## config.mk

```make
export PLATFORM = sky130hd
export DESIGN_NAME = screensaver_scene_sequencer
export DESIGN_NICKNAME = d
export VERILOG_FILES = /design/src/rtl/screensaver_scene_sequencer.sv
export SDC_FILE = /design/constraint.sdc
export NUM_CORES = 1
export LEC_CHECK = 0
export ABC_AREA = 1
export BUFFER_PORTS_ARGS = -buffer_cell sky130_fd_sc_hd__buf_2
export CORE_ASPECT_RATIO = 1.25
export CORE_MARGIN = 2
export CORE_UTILIZATION = 38
export CTS_CLUSTER_SIZE = 12
export DETAILED_ROUTE_END_ITERATION = 12
export PLACE_DENSITY = 0.64
export SLEW_MARGIN = 5
export SYNTH_ARGS = -nofsm -noshare
export SYNTH_HDL_FRONTEND = slang
export SYNTH_SLANG_ARGS = --single-unit
```

## constraint.sdc

```tcl
create_clock -name clk -period 3.1 [get_ports clk]
set_clock_uncertainty 0.2 [all_clocks]
set_input_delay 0.62 -clock clk [delete_from_list [all_inputs] [get_ports clk]]
set_output_delay 0.62 -clock clk [all_outputs]
set_load 0.02 [all_outputs]
```

## src/rtl/screensaver_scene_sequencer.sv

```systemverilog
// Per-frame scene controller for the screensaver: bounces the logo, tints on edge hits,
// and fades brightness out and back in around each image change.
module screensaver_scene_sequencer #(
    parameter int H_ACTIVE         = 640,
    parameter int V_ACTIVE         = 480,
    parameter int LOGO_W           = 64,
    parameter int LOGO_H           = 32,
    parameter int NUM_IMAGES       = 3,
    parameter int HOLD_FRAMES      = 600,
    parameter int FADE_STEP_FRAMES = 2
) (
    input  logic       clk,
    input  logic       rst_n,
    input  logic       frame_tick,
    input  logic       auto_en,
    input  logic       pause,
    input  logic [1:0] speed,
    input  logic [1:0] manual_sel,
    input  logic       manual_load,
    output logic [9:0] logo_x,
    output logic [9:0] logo_y,
    output logic [1:0] image_sel,
    output logic [3:0] bright,
    output logic [2:0] tint,
    output logic       bounce_pulse
);

    localparam logic [10:0] X_MAX = 11'(H_ACTIVE - LOGO_W);
    localparam logic [10:0] Y_MAX = 11'(V_ACTIVE - LOGO_H);
    localparam int HOLD_W = (HOLD_FRAMES > 1) ? $clog2(HOLD_FRAMES) : 1;
    localparam int STEP_W = (FADE_STEP_FRAMES > 1) ? $clog2(FADE_STEP_FRAMES) : 1;
    localparam logic [HOLD_W-1:0] HOLD_LAST = HOLD_W'(HOLD_FRAMES - 1);
    localparam logic [STEP_W-1:0] STEP_LAST = STEP_W'(FADE_STEP_FRAMES - 1);
    localparam logic [1:0] IMG_LAST  = 2'(NUM_IMAGES - 1);
    localparam logic [2:0] IMG_COUNT = 3'(NUM_IMAGES);

    typedef enum logic [1:0] {
        ST_SHOW     = 2'd0,
        ST_FADE_OUT = 2'd1,
        ST_SWITCH   = 2'd2,
        ST_FADE_IN  = 2'd3
    } state_t;

    // One axis step with clamp-and-reverse; result is {hit, neg_dir, pos}.
    function automatic logic [11:0] axis_next(input logic [9:0] pos, input logic neg_dir,
                                              input logic [2:0] step, input logic [10:0] lim);
        logic [10:0] sum_s;
        logic [9:0]  diff_s;
        logic [11:0] res_s;
        sum_s  = {1'b0, pos} + {8'd0, step};
        diff_s = pos - {7'd0, step};
        if (!neg_dir) begin
            if (sum_s > lim) res_s = {1'b1, 1'b1, lim[9:0]};
            else             res_s = {1'b0, 1'b0, sum_s[9:0]};
        end else begin
            if (pos < {7'd0, step}) res_s = {1'b1, 1'b0, 10'd0};
            else                    res_s = {1'b0, 1'b1, diff_s};
        end
        return res_s;
    endfunction

    logic [9:0]        x_r, y_r;
    logic              dx_neg_r, dy_neg_r;
    logic [2:0]        tint_r;
    logic              bounce_r;
    logic [1:0]        image_r, pend_sel_r;
    logic              pend_valid_r;
    logic [3:0]        bright_r;
    logic [HOLD_W-1:0] hold_r;
    logic [STEP_W-1:0] step_r;
    state_t            state_r;

    logic [2:0]  step_s;
    logic [11:0] x_res_s, y_res_s;
    logic        advance_s, hit_s, load_ok_s;

    assign step_s    = {1'b0, speed} + 3'd1;
    assign x_res_s   = axis_next(x_r, dx_neg_r, step_s, X_MAX);
    assign y_res_s   = axis_next(y_r, dy_neg_r, step_s, Y_MAX);
    assign advance_s = frame_tick & ~pause;
    assign hit_s     = x_res_s[11] | y_res_s[11];
    assign load_ok_s = manual_load & ({1'b0, manual_sel} < IMG_COUNT);

    // Logo motion, edge-hit pulse and tint rotation, once per unpaused frame.
    always_ff @(posedge clk or negedge rst_n) begin
        if (!rst_n) begin
            x_r      <= 10'd0;
            y_r      <= 10'd0;
            dx_neg_r <= 1'b0;
            dy_neg_r <= 1'b0;
            tint_r   <= 3'd0;
            bounce_r <= 1'b0;
        end else if (advance_s) begin
            x_r      <= x_res_s[9:0];
            dx_neg_r <= x_res_s[10];
            y_r      <= y_res_s[9:0];
            dy_neg_r <= y_res_s[10];
            bounce_r <= hit_s;
            if (hit_s) tint_r <= tint_r + 3'd1;
        end else begin
            bounce_r <= 1'b0;
        end
    end

    // Image/fade sequencer plus the pending manual request latch.
    always_ff @(posedge clk or negedge rst_n) begin
        if (!rst_n) begin
            state_r      <= ST_SHOW;
            image_r      <= 2'd0;
            bright_r     <= 4'd15;
            hold_r       <= '0;
            step_r       <= '0;
            pend_valid_r <= 1'b0;
            pend_sel_r   <= 2'd0;
        end else begin
            if (!pause) begin
                case (state_r)
                    ST_SHOW: begin
                        if (frame_tick) begin
                            if (pend_valid_r || (auto_en && (hold_r == HOLD_LAST))) begin
                                state_r <= ST_FADE_OUT;
                                step_r  <= '0;
                            end else if (hold_r != HOLD_LAST) begin
                                hold_r <= hold_r + HOLD_W'(1);
                            end
                        end
                    end
                    ST_FADE_OUT: begin
                        if (frame_tick) begin
                            if (step_r == STEP_LAST) begin
                                step_r <= '0;
                                if (bright_r <= 4'd1) begin
                                    bright_r <= 4'd0;
                                    state_r  <= ST_SWITCH;
                                end else begin
                                    bright_r <= bright_r - 4'd1;
                                end
                            end else begin
                                step_r <= step_r + STEP_W'(1);
                            end
                        end
                    end
                    ST_SWITCH: begin
                        if (pend_valid_r) begin
                            image_r      <= pend_sel_r;
                            pend_valid_r <= 1'b0;
                        end else if (image_r >= IMG_LAST) begin
                            image_r <= 2'd0;
                        end else begin
                            image_r <= image_r + 2'd1;
                        end
                        step_r  <= '0;
                        state_r <= ST_FADE_IN;
                    end
                    ST_FADE_IN: begin
                        if (frame_tick) begin
                            // A new request reverses the fade from the current level.
                            if (pend_valid_r) begin
                                state_r <= ST_FADE_OUT;
                                step_r  <= '0;
                            end else if (step_r == STEP_LAST) begin
                                step_r <= '0;
                                if (bright_r >= 4'd14) begin
                                    bright_r <= 4'd15;
                                    state_r  <= ST_SHOW;
                                    hold_r   <= '0;
                                end else begin
                                    bright_r <= bright_r + 4'd1;
                                end
                            end else begin
                                step_r <= step_r + STEP_W'(1);
                            end
                        end
                    end
                    default: begin
                        state_r <= ST_SHOW;
                    end
                endcase
            end
            // Placed last so a load in the SWITCH cycle survives the clear.
            if (load_ok_s) begin
                pend_sel_r   <= manual_sel;
                pend_valid_r <= 1'b1;
            end
        end
    end

    assign logo_x       = x_r;
    assign logo_y       = y_r;
    assign image_sel    = image_r;
    assign bright       = bright_r;
    assign tint         = tint_r;
    assign bounce_pulse = bounce_r;

endmodule

```

## Word level (Yosys, flattened, before mapping)

Index checks and enable logic that the tools add are counted.

| word-level totals | value |
|---|---|
| register bits | 48 |
| latch bits | 0 |
| memory bits (writable) | 0 |
| memory bits (read-only) | 0 |
| input port bits | 10 |
| word-level logic and storage cells | 113 |
| memories | 0 |

| cells by class | value |
|---|---|
| $add $sub $neg | 11 |
| $mul | 0 |
| div/mod/pow operators | 0 |
| magnitude comparators | 8 |
| equality and inequality tests | 19 |
| shift operators | 0 |
| multiplexer cells | 45 |
| bitwise logic cells | 4 |
| reduce and logical (&&, ||, !) cells | 13 |

Operators by type and width:

| kind | count |
|---|---|
| 2-to-1 mux 12 bit | 6 |
| 2-to-1 mux 10 bit | 7 |
| 2-to-1 mux 4 bit | 7 |
| adder 10 x 3 -> 11 bit | 2 |
| 2-to-1 mux 2 bit | 11 |
| != test 2 bit, second input constant | 11 |
| < comparator 10 x 3 -> 1 bit | 2 |
| case mux 10 bit (2 select lines) | 1 |
| subtractor 10 x 3 -> 10 bit | 2 |
| AND reduction 9 bit | 2 |
| greater-than comparator 11 x 10 -> 1 bit, second input constant | 1 |
| greater-than comparator 11 x 9 -> 1 bit, second input constant | 1 |
| adder 10 x 1 -> 10 bit, second input constant | 1 |
| equality test 10 bit, second input constant | 1 |
| 2-to-1 mux 1 bit | 10 |
| != test 10 bit, second input constant | 1 |
| case mux 2 bit (4 select lines) | 1 |
| case mux 4 bit (2 select lines) | 1 |
| AND reduction 7 bit | 1 |
| != test 3 bit, second input constant | 2 |
| AND reduction 2 bit | 3 |
| nonzero test 2 bit | 3 |
| AND reduction 5 bit | 1 |
| adder 4 x 1 -> 4 bit, second input constant | 1 |
| 19 further kinds | 21 |

## Longest topological paths before layout

Gate-level depths: netlist of the first run.

| depth | value |
|---|---|
| depth in word-level cells | 7 |
| gate-level depth with buffers | 19 |
| depth with buffers taken out | 19 |

## Least setup slack after synthesis of the first run

No wires, ideal clock.

| path | value |
|---|---|
| kind | input to register |
| start point | in speed[0] |
| end point | reg y_r[5], in the netlist logo_y[5] |
| setup time | 0.134 ns |
| arrival | 2.528 ns |
| setup slack | 0.238 ns |
| cell stages on the path | 13 |
| cell sequence | ha_1 > inv_1 > fa_1 > nand2_1 > nand2_1 > nor2_1 > nand2_1 > nor3_2 > nand3_1 > nand2_1 > inv_1 > a21oi_1 > a22oi_2 |

| on the way | value |
|---|---|
| longest elaborated chain between the ends | 5 |
| elaborated cells on any way between the ends | 8 |
| classes of those cells | add/sub (3); order compare (2); mux (3) |

RTL lines:

| item | RTL line | text |
|---|---|---|
| start, declared | 17 | `input logic [1:0] speed,` |
| adder 2 x 1 -> 3 bit * | 77 | `assign step_s = {1'b0, speed} + 3'd1;` |
| adder 10 x 3 -> 11 bit | 50 | `sum_s = {1'b0, pos} + {8'd0, step};` |
| greater-than comparator 11 x 9 -> 1 bit | 53 | `if (sum_s > lim) res_s = {1'b1, 1'b1, lim[9:0]};` |
| 2-to-1 mux 12 bit | 53 |  |
| 2-to-1 mux 12 bit * | 52 | `if (!neg_dir) begin` |
| end signal, assigned | 96 | `y_r <= y_res_s[9:0];` |
| end, declared | 62 | `logic [9:0] x_r, y_r;` |

Mark *: on every way between the ends. The rest lies on a longest branch, timed or not.
A chain may end at the register's enable or synchronous reset.

## Worst setup path in the final report of the first run

| path | value |
|---|---|
| start point | in speed[0] |
| end point | reg tint_r[1], in the netlist tint[1] |

| on the way | value |
|---|---|
| longest elaborated chain between the ends | 7 |
| elaborated cells on any way between the ends | 15 |
| classes of those cells | add/sub (3); order compare (4); mux (6); bitwise (1); reduce/logical (1) |

RTL lines:

| item | RTL line | text |
|---|---|---|
| adder 2 x 1 -> 3 bit * | 77 |  |
| adder 10 x 3 -> 11 bit | 50 |  |
| greater-than comparator 11 x 10 -> 1 bit / greater-than comparator 11 x 9 -> 1 bit (equally long branches) | 53 |  |
| 2-to-1 mux 12 bit | 53 |  |
| 2-to-1 mux 12 bit | 52 |  |
| OR 1 bit * | 81 | `assign hit_s = x_res_s[11] \| y_res_s[11];` |
| AND reduction 2 bit (no line) * | - |  |
| end signal, assigned | 99 | `if (hit_s) tint_r <= tint_r + 3'd1;` |
| end, declared | 64 | `logic [2:0] tint_r;` |

Marked as above.

==> results of run 1 <==
## sequential cells by signal (all words and copies together), names as in the netlist, 2 cells and up
name        cells
image_sel       2
bright          4
pend_sel_r      2
tint            3
logo_y         10
logo_x         10
state_r         2
hold_r         10
## kinds of logic (layout without fill, tap and decap cells)
kind of cell,count (synthesis),after routing,synth area share [%]
AOI/OAI and AO/OA,95,95,14.86
DFF,48,48,32.19
adders and majority gates,27,27,9.817
and+or+nand+nor,243,243,31.05
buffers and inverters,81,138,8.614
xor gates and xnor gates,14,14,3.473
## worst paths after layout
kind,start,to,slack (ps)
max,speed[0],tint[1],230
min in group clk,pend_sel_r[1],pend_sel_r[1],290
min reg2reg,pend_sel_r[1],pend_sel_r[1],290
min,rst_n,logo_x[7],120
max in group asynchronous,rst_n,hold_r[3],1950
max reg2reg,logo_y[0],tint[1],400
## synthesized netlist by cell type, drive strengths merged, types with 5 or more instances
master,number,area [sq um]
o21ai,42,214.0
nand3,41,235.2
clkbuf,5,18.77
xor2,13,121.4
nand4,12,75.07
ha,23,287.8
o211ai,5,37.54
nor3,11,75.07
a22oi,6,50.05
inv,70,262.8
a21oi,23,126.4
buf,5,36.28
dfrtp,44,1101
nand2,119,504.2
a31oi,9,56.30
nor2,49,201.5
## power groups by stage
stage          registers, mW  logic (mW)  clock network [mW]
2_1_floorplan           1.34        1.53                   0
3_3_place_gp            1.24        2.25                   0
3_5_place_dp            1.25        2.29                   0
4_1_cts                 1.24        2.31               0.674
5_1_grt                 1.29        2.58               0.700
6_report                1.24        2.30               0.656
## area by class of cell
cell class / instances / area [sq um] / area share (%)
timing repair buffer: 59 / 345.3 / 7.892
clock buffer: 6 / 138.9 / 3.174
tap: 126 / 157.7 / 3.603
clock inverter: 2 / 38.79 / 0.8865
sequential: 48 / 1206 / 27.57
multi-input combinational: 379 / 2221 / 50.76
inverter: 71 / 267.8 / 6.120
## layer usage
metal | up-vias | wire length, um | global-route usage, %
li1 | 1793 | - | -
met1 | 1647 | 4068 | 22.98
met2 | 89 | 4523 | 29.57
met3 | 12 | 410 | 2.818
met4 | 0 | 151 | 6.176
met5 | - | 0 | 0
## timing repair
action / in CTS / in global routing
hold buffers: 0 / 0
gates resized for setup: 0 / 2
endpoints found under the setup margin: 0 / 3
endpoints found under the hold margin: 0 / 0
==> impl_metrics.csv, run 1 <==
group,metric,value,unit
timing,fin_crit_sh,92.65,%
layout,antenna_cells,0,
setup_path,worst_ep_required_time,3090,ps
cts,clk_pin_slew_worst_paths,70,ps
setup_path,worstPathArrival,2860,ps
drt,antenna_left,0,
die,ioPinCount,40,
power_and_ir_drop,comb_power_share,54.9,%
setup_path,crit_top_cell,"nand2_1",
die,die_h,115.0,um
drt,drtPass1Iterations,6,
global_routing,grt_antenna_before_repair,0,
die,core_area,9609,sq um
layout,final_cells,691,
timing,setup_viol,0,
die,rows,40,
cts,clock_latency,290,ps
setup_path,worst-path-buf-inv,2,
drt,drc,0,
synthesis,yosys_warnings,0,
timing,finalSetupTns,0,ps
timing,slew_violations,0,
layout,nets,601,
cts,cts_inserted_buffers,5,
setup_path,crit_slowest_cell,"fa_1",
power_and_ir_drop,switchingPower,2.053,mW
setup_path,crit_type,"primary input to flop",
setup_path,worstPathCellList,"buf_2 -> ha_1 -> buf_4 -> fa_1 -> nand2_1 -> nand2_2 -> nand2_1 -> a21oi_1 -> nand3_1 -> nand2_1 -> nand2_2 -> nand2_4 -> nand2_2 -> nand2_2 -> nand2_4 -> nand2_4 -> nand2_1 -> nand2_1",
global_routing,grt_pass1_vias,3341,
placement,dp.cells,683,
setup_path,slowest_delay,440,ps
synthesis,synthesis.area,3747,sq um
hold_path,hp-class,"primary input to async pin",
die,dieWidth,92.82,um
setup_path,crit_fanout,6,
placement,io_buffers,39,
timing,max_freq,0.3482,GHz
cts,cts.sinks,48,
global_routing,grt_overflow,0,
synthesis,netlist_instances,508,
global_routing,groute.usage.overall,17.57,%
drt,vias,3541,
drt,viasPerCell,5.124,
timing,relSlewSlack,60.29,%
timing,rsz0062_at_grt,"no",
layout,mostFrequentLayoutCells,"105 x nand2_1, 63 x inv_1, 46 x nor2_1",
synthesis,ys_ff_latch,48,
drt,drtIter0Drc,253,
layout,post-route-util,45.53,%
setup_path,cp.depth,18,
layout,layout_commonest_cell,"nand2_1",
synthesis,synthArstFlopShare,100.0,%
setup_path,r2r_cells,14,
layout,stdcell_area,4375,sq um
placement,post-dp-hpwl,7034,um
synthesis,syn-mean-instance-area,7.377,sq um
die,die_area,10680,sq um
global_routing,grt_first_pass_wirelength,15200,um
run_status,status,"finished, final reports clean",
setup_path,critPathTopFamily,"simple AND/OR/NAND/NOR gates",
timing,min_period,2872,ps
timing,worst_pin_slew,595.6,ps
cts,cts_max_path_buffers,2,
synthesis,yosysUniqueCellTypes,45,
power_and_ir_drop,p_sw_share,48.96,%
timing,worst_slack,227.7,ps
layout,fillers,977,
placement,place.gp.congestion,0.9676,
power_and_ir_drop,internal_power,2.140,mW
layout,syn_to_final_growth,16.76,%
global_routing,grt_start_max_net_pins,26,
die,start_util,39.00,%
cts,cts_tree,"yes",
synthesis,synth_edf_count,0,
cts,clock-root-buffer,"clkbuf_16",
synthesis,ys.flop_type,"dfrtp_1",
power_and_ir_drop,seq_power_share,29.5,%
placement,post-place-ws,-78.59,ps
timing,hold_viol_final,0,
cts,htree_num_levels,2,
placement,place_area,4195,sq um
synthesis,syn_nets,545,
run,max_cap_viol_count,0,
drt,wl_per_cell,13.25,um
layout,drive_above_1_share,19.82,%
timing,whs,119.8,ps
drt,wl,9153,um
power_and_ir_drop,peakVddDrop,0.3977,mV
power_and_ir_drop,p_leak,2.159,nW
power_and_ir_drop,p_per_area,958.3,nW/um^2
cts,post_cts_buffers,0,
setup_path,startpoint_type,"primary input",
power_and_ir_drop,total_power,4.193,mW
setup_path,endpoint_kind,"flop",
power_and_ir_drop,p_clk_share,15.7,%
synthesis,yosysSeqAreaShare,32.19,%
Note: power is estimated with default switching activity, not from simulation.
==> run 2: changes to the inputs <==
--- a/config.mk
+++ b/config.mk
@@ -12,7 +12,7 @@
 export CORE_UTILIZATION = 38
 export CTS_CLUSTER_SIZE = 12
 export DETAILED_ROUTE_END_ITERATION = 12
-export PLACE_DENSITY = 0.64
+export PLACE_DENSITY = 0.62
 export SLEW_MARGIN = 5
 export SYNTH_ARGS = -nofsm -noshare
 export SYNTH_HDL_FRONTEND = slang
==> run 2 against run 1 <==
Net effect:
- global-route usage increased by 0.22 points
- die area unchanged
- register-to-register slack about the same
- sequential share of layout area increased by 0.16 points
- worst hold slack improved by 100 ps
- core utilization decreased by 0.26 points
- cell count decreased by 0.43%
- maximum frequency decreased by 0.46%
- clock power increased by 2%
- cell area decreased by 0.57%
- critical path depth decreased by 6
- critical path type unchanged
- critical endpoint is now logo_y[5]
- highest routed layer unchanged
==> impl_metrics.csv, run 2 (synthesis results as in run 1) <==
group,metric,value,unit
power_and_ir_drop,p_clk_share,15.9,%
drt,wl_met1,4127,um
placement,io_buffers,39,
placement,place.gp.congestion,0.8749,
drt,antenna_left,0,
timing,hold_viol_final,0,
cts,cts_tree,"yes",
cts,cts.sinks,48,
drt,drtIter0Drc,267,
power_and_ir_drop,p_leak,2.142,nW
layout,antenna_cells,0,
global_routing,grt_antenna_before_repair,0,
layout,nets,598,
global_routing,grt_start_max_net_pins,49,
die,core_area,9609,sq um
die,rows,40,
layout,syn_to_final_growth,16.09,%
cts,cts_inserted_buffers,5,
die,ioPinCount,40,
layout,mostFrequentLayoutCells,"106 x nand2_1, 63 x inv_1, 46 x nor2_1",
setup_path,worstPathArrival,2910,ps
setup_path,endpoint_kind,"flop",
run,max_cap_viol_count,0,
power_and_ir_drop,total_power,4.195,mW
cts,htree_num_levels,2,
die,die_area,10680,sq um
power_and_ir_drop,internal_power,2.130,mW
timing,slew_violations,0,
setup_path,startpoint_type,"primary input",
setup_path,crit_type,"primary input to flop",
drt,top_layer,"met4",
power_and_ir_drop,p_per_area,964.2,nW/um^2
run_status,status,"finished, final reports clean",
timing,fin_crit_sh,93.09,%
power_and_ir_drop,peakVddDrop,0.3430,mV
cts,clock_latency,300,ps
global_routing,grt_first_pass_wirelength,15230,um
drt,wl_met3,427,um
power_and_ir_drop,p_sw_share,49.21,%
cts,cts_max_path_buffers,2,
timing,setup_viol,0,
die,die_h,115.0,um
drt,viasPerCell,5.113,
hold_path,hp-class,"primary input to async pin",
die,dieWidth,92.82,um
timing,rsz0062_at_grt,"no",
drt,drc,0,
timing,min_period,2886,ps
timing,max_freq,0.3465,GHz
global_routing,grt_overflow,0,
cts,post_cts_buffers,0,
cts,clk_pin_slew_worst_paths,70,ps
global_routing,groute.usage.overall,17.78,%
drt,drtPass1Iterations,4,
power_and_ir_drop,comb_power_share,54.4,%
die,start_util,39.00,%
drt,wl,9169,um
drt,vias,3518,
layout,layout_commonest_cell,"nand2_1",
power_and_ir_drop,seq_power_share,29.7,%
cts,clock-root-buffer,"clkbuf_16",
timing,whs,224.1,ps
drt,wl_met2,4497,um
drt,wl_per_cell,13.33,um
cts,hold_buffers,0,
setup_path,crit_fanout,4,
layout,drive_above_1_share,19.22,%
power_and_ir_drop,switchingPower,2.064,mW
placement,post-dp-hpwl,6911,um
timing,worst_pin_slew,638.7,ps
setup_path,r2r_slack,410,ps
setup_path,worst_ep_required_time,3120,ps
cts,cts-resized-gates,0,
global_routing,grt_pass1_vias,3279,
timing,relSlewSlack,57.42,%
## run 2: metal layers
| layer | vias up | GRT usage [%] |
|---|---|---|
| met2 | 84 | 31.06 |
| met3 | 8 | 2.687 |
| met5 | - | 0 |
| met4 | 0 | 5.784 |
| li1 | 1783 | - |
| met1 | 1643 | 22.58 |
## run 2: power groups by stage
stage	registers [mW]	logic (mW)	clock network [mW]
finish	1.24	2.28	0.667
global route	1.29	2.59	0.700
CTS	1.24	2.29	0.678
detailed placement	1.25	2.27	0
global placement	1.24	2.23	0
floorplan	1.34	1.53	0
## run 2: worst max-delay path, stage by stage
cell,delay [ps]
buf_2,110
ha_1,370
fa_1,500
or2_2,300
nor2_1,140
nand3_1,90
nor2_1,140
nand2_1,90
nand2_2,70
nand3_2,100
or2_0,240
a22oi_2,130
## run 2: metrics by stage
step	worst slack (ps)	setup TNS, ps	utilization [%]	std cells	cell area [sq um]
floorplan	237.8	0	-	508	3747
global route	13.22	0	45.27	688	4350
CTS	215.8	0	45.27	688	4350
detailed placement	-107.5	-821.3	43.42	680	4173
finish	214.4	0	45.27	688	4350
global placement	-94.00	-572.8	43.42	680	4173
## run 2: path summary, 6_finish.rpt
path,start,to,depth (start not counted)
worst max-delay path,speed[0],logo_y[5],12
worst min register to register,step_r,step_r,1
worst max register to register,logo_y[0],logo_y[5],11
max in group asynchronous,rst_n,pend_valid_r,2
worst min-delay path,rst_n,logo_x[3],2
min in group clk,step_r,step_r,1
## run 2: area by class of cell
class | instances | area (sq um)
Sequential cell | 48 | 1206
Tap cell | 126 | 157.7
Clock inverter | 2 | 38.79
Clock buffer | 6 | 138.9
Fill cell | 987 | 5259
Inverter | 71 | 267.8
Timing Repair Buffer | 56 | 322.8
Multi-Input combinational cell | 379 | 2218
